===== src/rtl/ahb_arbiter_mport.sv =====
// ahb_arbiter_mport: output-stage arbiter for one shared slave port of the L1 AHB bus matrix.
//
// Chooses which of NUM_PORTS input ports drives the next address phase on the shared slave.
// It holds the grant for locked transfers, for defined-length bursts (tracked by a 4-bit beat
// counter) and for undefined-length INCR bursts. Otherwise it re-arbitrates with fixed
// lowest-index priority, or with round-robin priority when ARB_ROUND_ROBIN_EN is defined.
//
// Parameters:
//   NUM_PORTS  number of requesting input ports (2..16)
//   PORT_W     width of addr_in_port, 2**PORT_W >= NUM_PORTS, minimum 1
//
// Ports:
//   HCLK          clock
//   HRESET        synchronous, active-high reset (wins over HREADYM)
//   req_port      per-port request, bit i = input port i
//   HREADYM       shared slave ready; state only advances while high
//   HSELM         slave select of the address phase currently driven
//   HTRANSM       transfer type of the current address phase
//   HBURSTM       burst type of the current address phase
//   HMASTLOCKM    locked transfer, freezes arbitration
//   addr_in_port  registered select for the output-stage address mux
//   no_port       registered "no port selected"
//   burst_hold    registered, high while a defined-length burst locks arbitration
//
// Build option:
//   ARB_ROUND_ROBIN_EN  when defined, a rule-4 grant searches from the port after the last
//                       winner instead of from port 0.

module ahb_arbiter_mport #(
  parameter int unsigned NUM_PORTS = 4,
  parameter int unsigned PORT_W    = 2
) (
  input  logic                 HCLK,
  input  logic                 HRESET,
  input  logic [NUM_PORTS-1:0] req_port,
  input  logic                 HREADYM,
  input  logic                 HSELM,
  input  logic [1:0]           HTRANSM,
  input  logic [2:0]           HBURSTM,
  input  logic                 HMASTLOCKM,
  output logic [PORT_W-1:0]    addr_in_port,
  output logic                 no_port,
  output logic                 burst_hold
);

  localparam logic [1:0] TransIdle   = 2'b00;
  localparam logic [1:0] TransBusy   = 2'b01;
  localparam logic [1:0] TransNonseq = 2'b10;
  localparam logic [1:0] TransSeq    = 2'b11;

  localparam logic [2:0] BurstIncr   = 3'b001;
  localparam logic [2:0] BurstWrap4  = 3'b010;
  localparam logic [2:0] BurstIncr4  = 3'b011;
  localparam logic [2:0] BurstWrap8  = 3'b100;
  localparam logic [2:0] BurstIncr8  = 3'b101;
  localparam logic [2:0] BurstWrap16 = 3'b110;
  localparam logic [2:0] BurstIncr16 = 3'b111;

  logic [PORT_W-1:0]    addr_q, addr_d;
  logic                 no_port_q, no_port_d;
  logic                 burst_hold_q, burst_hold_d;
  logic [3:0]           beat_q, beat_d;
  logic [NUM_PORTS-1:0] eff_req;
  logic [PORT_W-1:0]    winner;
  logic                 seq_or_busy;

  function automatic logic [PORT_W-1:0] lowest_set(input logic [NUM_PORTS-1:0] vec);
    logic [PORT_W-1:0] idx;
    idx = '0;
    for (int i = int'(NUM_PORTS) - 1; i >= 0; i--) begin
      if (vec[i]) idx = PORT_W'(i);
    end
    return idx;
  endfunction

  assign seq_or_busy = (HTRANSM == TransSeq) || (HTRANSM == TransBusy);

  // The currently selected port keeps requesting while its own transfer is on the bus.
  always_comb begin
    eff_req = req_port;
    if (HSELM && (HTRANSM != TransIdle)) begin
      for (int unsigned i = 0; i < NUM_PORTS; i++) begin
        if (addr_q == PORT_W'(i)) eff_req[i] = 1'b1;
      end
    end
  end

`ifdef ARB_ROUND_ROBIN_EN
  logic [PORT_W-1:0]    rr_last_q, rr_last_d;
  logic [NUM_PORTS-1:0] upper_mask;
  logic [NUM_PORTS-1:0] upper_req;

  // Ports above the last winner get first pick; fall back to the lowest index to wrap around.
  always_comb begin
    for (int unsigned i = 0; i < NUM_PORTS; i++) begin
      upper_mask[i] = (PORT_W'(i) > rr_last_q);
    end
  end

  assign upper_req = eff_req & upper_mask;
  assign winner    = (|upper_req) ? lowest_set(upper_req) : lowest_set(eff_req);
`else
  assign winner = lowest_set(eff_req);
`endif

  // Next select, first matching rule wins.
  always_comb begin
    addr_d    = addr_q;
    no_port_d = no_port_q;
`ifdef ARB_ROUND_ROBIN_EN
    rr_last_d = rr_last_q;
`endif
    if (HMASTLOCKM) begin
      no_port_d = 1'b0;
    end else if ((beat_q != 4'd0) && seq_or_busy) begin
      // defined-length burst in flight
    end else if ((HBURSTM == BurstIncr) && seq_or_busy) begin
      // undefined-length burst continues
    end else if (|eff_req) begin
      addr_d    = winner;
      no_port_d = 1'b0;
`ifdef ARB_ROUND_ROBIN_EN
      rr_last_d = winner;
`endif
    end else if (HSELM) begin
      no_port_d = 1'b0;
    end else begin
      no_port_d = 1'b1;
    end
  end

  // Beat counter: remaining SEQ beats of a defined-length burst.
  always_comb begin
    beat_d = beat_q;
    unique case (HTRANSM)
      TransNonseq: begin
        case (HBURSTM)
          BurstWrap4,  BurstIncr4:  beat_d = 4'd3;
          BurstWrap8,  BurstIncr8:  beat_d = 4'd7;
          BurstWrap16, BurstIncr16: beat_d = 4'd15;
          default:                  beat_d = 4'd0;
        endcase
      end
      TransSeq:  beat_d = (beat_q != 4'd0) ? (beat_q - 4'd1) : 4'd0;
      TransBusy: beat_d = beat_q;
      TransIdle: beat_d = 4'd0;
    endcase
  end

  assign burst_hold_d = (beat_d != 4'd0);

  always_ff @(posedge HCLK) begin
    if (HRESET) begin
      addr_q       <= '0;
      no_port_q    <= 1'b1;
      burst_hold_q <= 1'b0;
      beat_q       <= 4'd0;
`ifdef ARB_ROUND_ROBIN_EN
      rr_last_q    <= PORT_W'(NUM_PORTS - 1);
`endif
    end else if (HREADYM) begin
      addr_q       <= addr_d;
      no_port_q    <= no_port_d;
      burst_hold_q <= burst_hold_d;
      beat_q       <= beat_d;
`ifdef ARB_ROUND_ROBIN_EN
      rr_last_q    <= rr_last_d;
`endif
    end
  end

  assign addr_in_port = addr_q;
  assign no_port      = no_port_q;
  assign burst_hold   = burst_hold_q;

endmodule

===== config.mk =====
export PLATFORM = sky130hd
export DESIGN_NAME = ahb_arbiter_mport
export DESIGN_NICKNAME = d
export VERILOG_FILES = /design/src/rtl/ahb_arbiter_mport.sv
export SDC_FILE = /design/constraint.sdc
export NUM_CORES = 1
export LEC_CHECK = 0
export CAP_MARGIN = 20
export CORE_AREA = 4 4 41 43
export CTS_CLUSTER_SIZE = 40
export DETAILED_ROUTE_END_ITERATION = 12
export DIE_AREA = 0 0 45 47
export PLACE_DENSITY = 0.82
export SLEW_MARGIN = 5
export SYNTH_ARGS = -nofsm -noshare
export SYNTH_HDL_FRONTEND = slang
export SYNTH_SLANG_ARGS = --single-unit
export TNS_END_PERCENT = 100

===== constraint.sdc =====
create_clock -name HCLK -period 3.35 [get_ports HCLK]
set_clock_uncertainty 0.15 [all_clocks]
set_input_delay 0.8375 -clock HCLK [delete_from_list [all_inputs] [get_ports HCLK]]
set_output_delay 0.8375 -clock HCLK [all_outputs]
set_load 0.01 [all_outputs]

* After elaboration in Yosys (flattened, before gate mapping)
Cells that the tools add are included.
** Storage, ports and cells
- Flip-flop bits (word level) :: 8
- Output and inout port bits :: 4
- Logic and storage cells :: 55
** Cells by class
- Bitwise gates (word level) :: 3
- Reduce and logical (&&, ||, !) cells :: 15
- Equal/unequal tests :: 15
- Mux-type cells :: 17
- Add/sub/neg operators :: 1
** Operators with widths (number)
- 4-bit one-hot mux with 4 select lines :: 1
- 3-bit == test (second input constant) :: 4
- 4-bit one-hot mux with 3 select lines :: 1
- 1-bit two-way mux :: 9
- 2-bit == test (second input constant) :: 4
- 2-bit two-way mux :: 4
- 4-bit two-way mux :: 2
- 4-bit nonzero test :: 2
- 3-bit by 2-bit == test with 1-bit output (second input constant) :: 2
- 2-bit OR reduction :: 3
- 5-bit AND reduction :: 1
- 2-bit by 1-bit == test with 1-bit output (second input constant) :: 2
- 2-bit logical NOT :: 2
- 2-bit inequality test (second input constant) :: 2
- 4-bit OR reduction :: 1
- 4-bit by 1-bit subtractor with 4-bit output (second input constant) :: 1
- 3-bit by 1-bit == test with 1-bit output (second input constant) :: 1
- 1-bit logical AND :: 3
- 1-bit inverter :: 3
- 3-bit AND reduction :: 1
- 2-bit nonzero test :: 1
- 1-bit logical OR :: 1

* Longest topological paths before layout
- Depth after elaboration :: 8
- Mapped depth :: 7

* Least setup slack after synthesis
OpenSTA, ideal clock, no wires.
- Path type :: input to register
- From :: input port req_port[3]
- To :: register addr_q[0] (netlist: addr_in_port[0])
- Stages :: 4
- Arrival time :: 1.757 ns
- Slack :: 1.371 ns
- Path buffers :: 0
- Cell sequence :: or2_2 > or3_1 > o21ai_1 > mux2i_1
** Between the ends
- Longest elaborated chain between the ends :: 6
- Elaborated cells on any way between the ends :: 8
- Those cells by class :: 6 x mux; 2 x reduce/logical
** RTL lines
- from (decl) :: line 35 : input logic [NUM_PORTS-1:0] req_port,
- 1-bit two-way mux :: line 83 : if (addr_q == PORT_W'(i)) eff_req[i] = 1'b1;
- 4-bit two-way mux (*) :: line 81 : if (HSELM && (HTRANSM != TransIdle)) begin
- 2-bit two-way mux (4 in series) :: line 71 : if (vec[i]) idx = PORT_W'(i);
- to (signal assigned) :: line 162 : addr_q <= addr_d;
- to (decl) :: line 59 : logic [PORT_W-1:0] addr_q, addr_d;
Mark *: on every way between the ends. The rest lies on a longest branch, timed or not.
A chain may end at the register's enable or synchronous reset.

* Final worst setup path
- From :: input port HTRANSM[0]
- To :: register addr_q[0] (netlist: addr_in_port[0])
** Between the ends
- Longest elaborated chain between the ends :: 7
- Elaborated cells on any way between the ends :: 16
- Those cells by class :: 2 x eq/ne; 5 x mux; 2 x bitwise; 7 x reduce/logical
** RTL lines
- from (decl) :: line 38 : input logic [1:0] HTRANSM,
- 2-bit nonzero test :: line 81
- 1-bit logical AND :: line 81
- 4-bit two-way mux :: line 81
- 2-bit two-way mux (4 in series) :: line 71
Several ways; a longest one is shown, not always the timed one.

==> flow_metrics.env <==
export IMPL_outcome="completed"
export IMPL_rsz0062_at_grt="false"
export IMPL_grt_use_total_pct=14.2
export IMPL_crit_type="in2reg"
export IMPL_clk_latency_ps=260
export IMPL_synthTopCellsByArea="dfxtp_1 30%, nand2_1 4.9%, ha_1 4.7%"
export IMPL_dr_max_layer_used="met4"
export IMPL_routed_wl_met3_um=139
export IMPL_setup_viol=0
export IMPL_syn_area_um2=538
export IMPL_maxCapViolCount=0
export IMPL_final_cells=101
export IMPL_grt_overflow=0
export IMPL_synth_edf_count=0
export IMPL_synthFlopType="dfxtp_1"
export IMPL_async_reset_ff_share_pct=0
export IMPL_cts_sinks=8
export IMPL_dr_wl_met2_um=576
export IMPL_synth_top_cells_by_count="8 x dfxtp_1, 7 x nand2_1, 5 x nor2_1"
export IMPL_htreeDepth=1
export IMPL_dp_hpwl_mm=1.03
export IMPL_post_route_cell_area_um2=742
export IMPL_cts_resized=0
export IMPL_fin_util_pct=57.0
export IMPL_cts_tree="yes"
export IMPL_cp_end_kind="flop"
export IMPL_fin_crit_sh_pct=69.4
export IMPL_synth_most_common_cell="dfxtp_1"
export IMPL_route_detailed_drc=0
export IMPL_die_width_um=45
export IMPL_slowest_stage="clkdlybuf4s50_1"
export IMPL_final_nets=104
export IMPL_grt_max_degree=11
export IMPL_initial_core_util_pct=41.3
export IMPL_holdBufCountCts=0
export IMPL_routed_wl_mm=1.35
export IMPL_min_period_ps=2320
export IMPL_antenna_found_initial=0
export IMPL_port_buffers=17
export IMPL_yosysTopAreaCell="dfxtp_1"
export IMPL_routedWlPerCell_um=13.4
export IMPL_drive_gt1_share_pct=6.98
export IMPL_firstDrtPassIters=4
export IMPL_gp_congestion=0.829
export IMPL_fin_tns_setup_ps=0
export IMPL_path_cells="clkdlybuf4s50_1 -> o21ai_0 -> nor3_1 -> or4_1 -> mux2i_1"
export IMPL_antenna_left=0
export IMPL_postCtsSetupRepairBufs=0
export IMPL_grt_pass1_vias=535
export IMPL_area_growth_syn_to_layout_pct=37.9
export IMPL_syn_area_per_cell_um2=7.91
export IMPL_syn_inst=68
export IMPL_dpl_cell_area_um2=719
export IMPL_crit_fanout=8
export IMPL_clk_pin_slew_ps=60
export IMPL_required_ps=3390
export IMPL_slew_headroom_pct=68.1
export IMPL_dp_cells=98
export IMPL_cp_slowest_stage_delay_ps=520
export IMPL_synth_top_cell_area_share_pct=29.8
export IMPL_synth_warnings=0
export IMPL_cts_root_buf="clkbuf_4"
export IMPL_synth_seq_area_share_pct=29.8
export IMPL_vias=593
export IMPL_rows=13
export IMPL_cts_buffer_depth=2
export IMPL_boundaryPins=18
export IMPL_n_fill_cell=136
export IMPL_hold_viol_final=0
export IMPL_viasPerCell=5.87
export IMPL_powerDensity_mw_per_mm2=346
export IMPL_hp_class="reg2reg"
export IMPL_leakage_uw=0.000270
export IMPL_cp_arrival_ps=2370
export IMPL_fmax_ghz=0.430
export IMPL_dieArea_mm2=0.00212
export IMPL_power_uw=256
export IMPL_synth_seq_cells=8
export IMPL_core_area_mm2=0.00130
export IMPL_slew_violations=0
export IMPL_cts_buffers=3
export IMPL_routedLengthMet1_um=604
export IMPL_drt_iter0_drc=12
export IMPL_diodes=0
export IMPL_dieHeight_um=47
export IMPL_worst_pin_slew_ps=472
export IMPL_yosysUniqueCellTypes=33
export IMPL_synth_nets=84
export IMPL_ir_drop_mv=0.167
export IMPL_cp_start_kind="primary input"
export IMPL_grt_first_pass_wirelength_mm=2.18
## cell type report
class	instances	area, um2	area share (%)
inverter	3	11.3	1.52
timing repair buffer	17	170	22.9
multi-input combinational	55	359	48.4
clock buffer	3	22.5	3.04
tap	15	18.8	2.53
sequential	8	160	21.6
## logic make-up after synthesis
family | after synthesis | share of synthesized area, %
flip-flops | 8 | 29.8
adder cells (fa/ha/maj) | 2 | 4.65
AND/OR/NAND/NOR | 28 | 27.7
AO/OA/AOI/OAI | 22 | 29.1
buffers and inverters | 5 | 3.49
XOR/XNOR | 1 | 1.63
multiplexers | 2 | 3.72
## metrics by stage
stage | hold slack, ps | worst slack [ps]
finish | 344 | 1030
global route | 375 | 913
CTS | 347 | 1050
detailed placement | 333 | 781
global placement | 325 | 808
floorplan | 327 | 1370
## worst max-delay path, delay by kind of cell
kind | cells | cell delay, ps
simple gates | 2 | 560
buf+inv | 1 | 520
compound gates | 1 | 320
mux | 1 | 130
## per-layer routing
layer  up-vias  global-route usage (%)
met5         -                       0
met4         0                    8.77
met3         8                    2.30
met2        38                    23.2
met1       257                    17.3
li1        290                       -
## registers in the layout, indices dropped and copies added (netlist names)
| signal | cells |
|---|---|
| burst_hold | 1 |
| addr_in_port | 2 |
| no_port | 1 |
| beat_q | 4 |
## power breakdown
group	internal (uW)	switching (uW)	total, uW
logic	39.3	32.9	72.3
clock network	41.1	34.5	75.6
registers	102	6.85	109
## worst paths after layout
kind	from	endpoint	slack, ps	cells after the start
setup reg to reg	beat_q[0]	beat_q[2]	1460	7
setup / recovery	HTRANSM[0]	addr_in_port[0]	1030	5
hold reg to reg	no_port	no_port	340	1
hold / removal	no_port	no_port	340	1
## cell usage in the layout (no fill, tap or decap), types with 2 or more instances in the layout
cell	Yosys	layout
nand2b_1	4	4
clkbuf_4	0	3
nor2_1	5	5
o21ai_0	3	3
o21a_1	2	2
ha_1	2	2
a31oi_1	2	2
nand2_1	7	7
clkdlybuf4s50_1	0	17
mux2i_1	2	2
nor2b_1	2	2
inv_1	3	3
nor3_1	4	4
a21oi_1	4	4
dfxtp_1	8	8
Note: power is estimated with default switching activity, not from simulation.
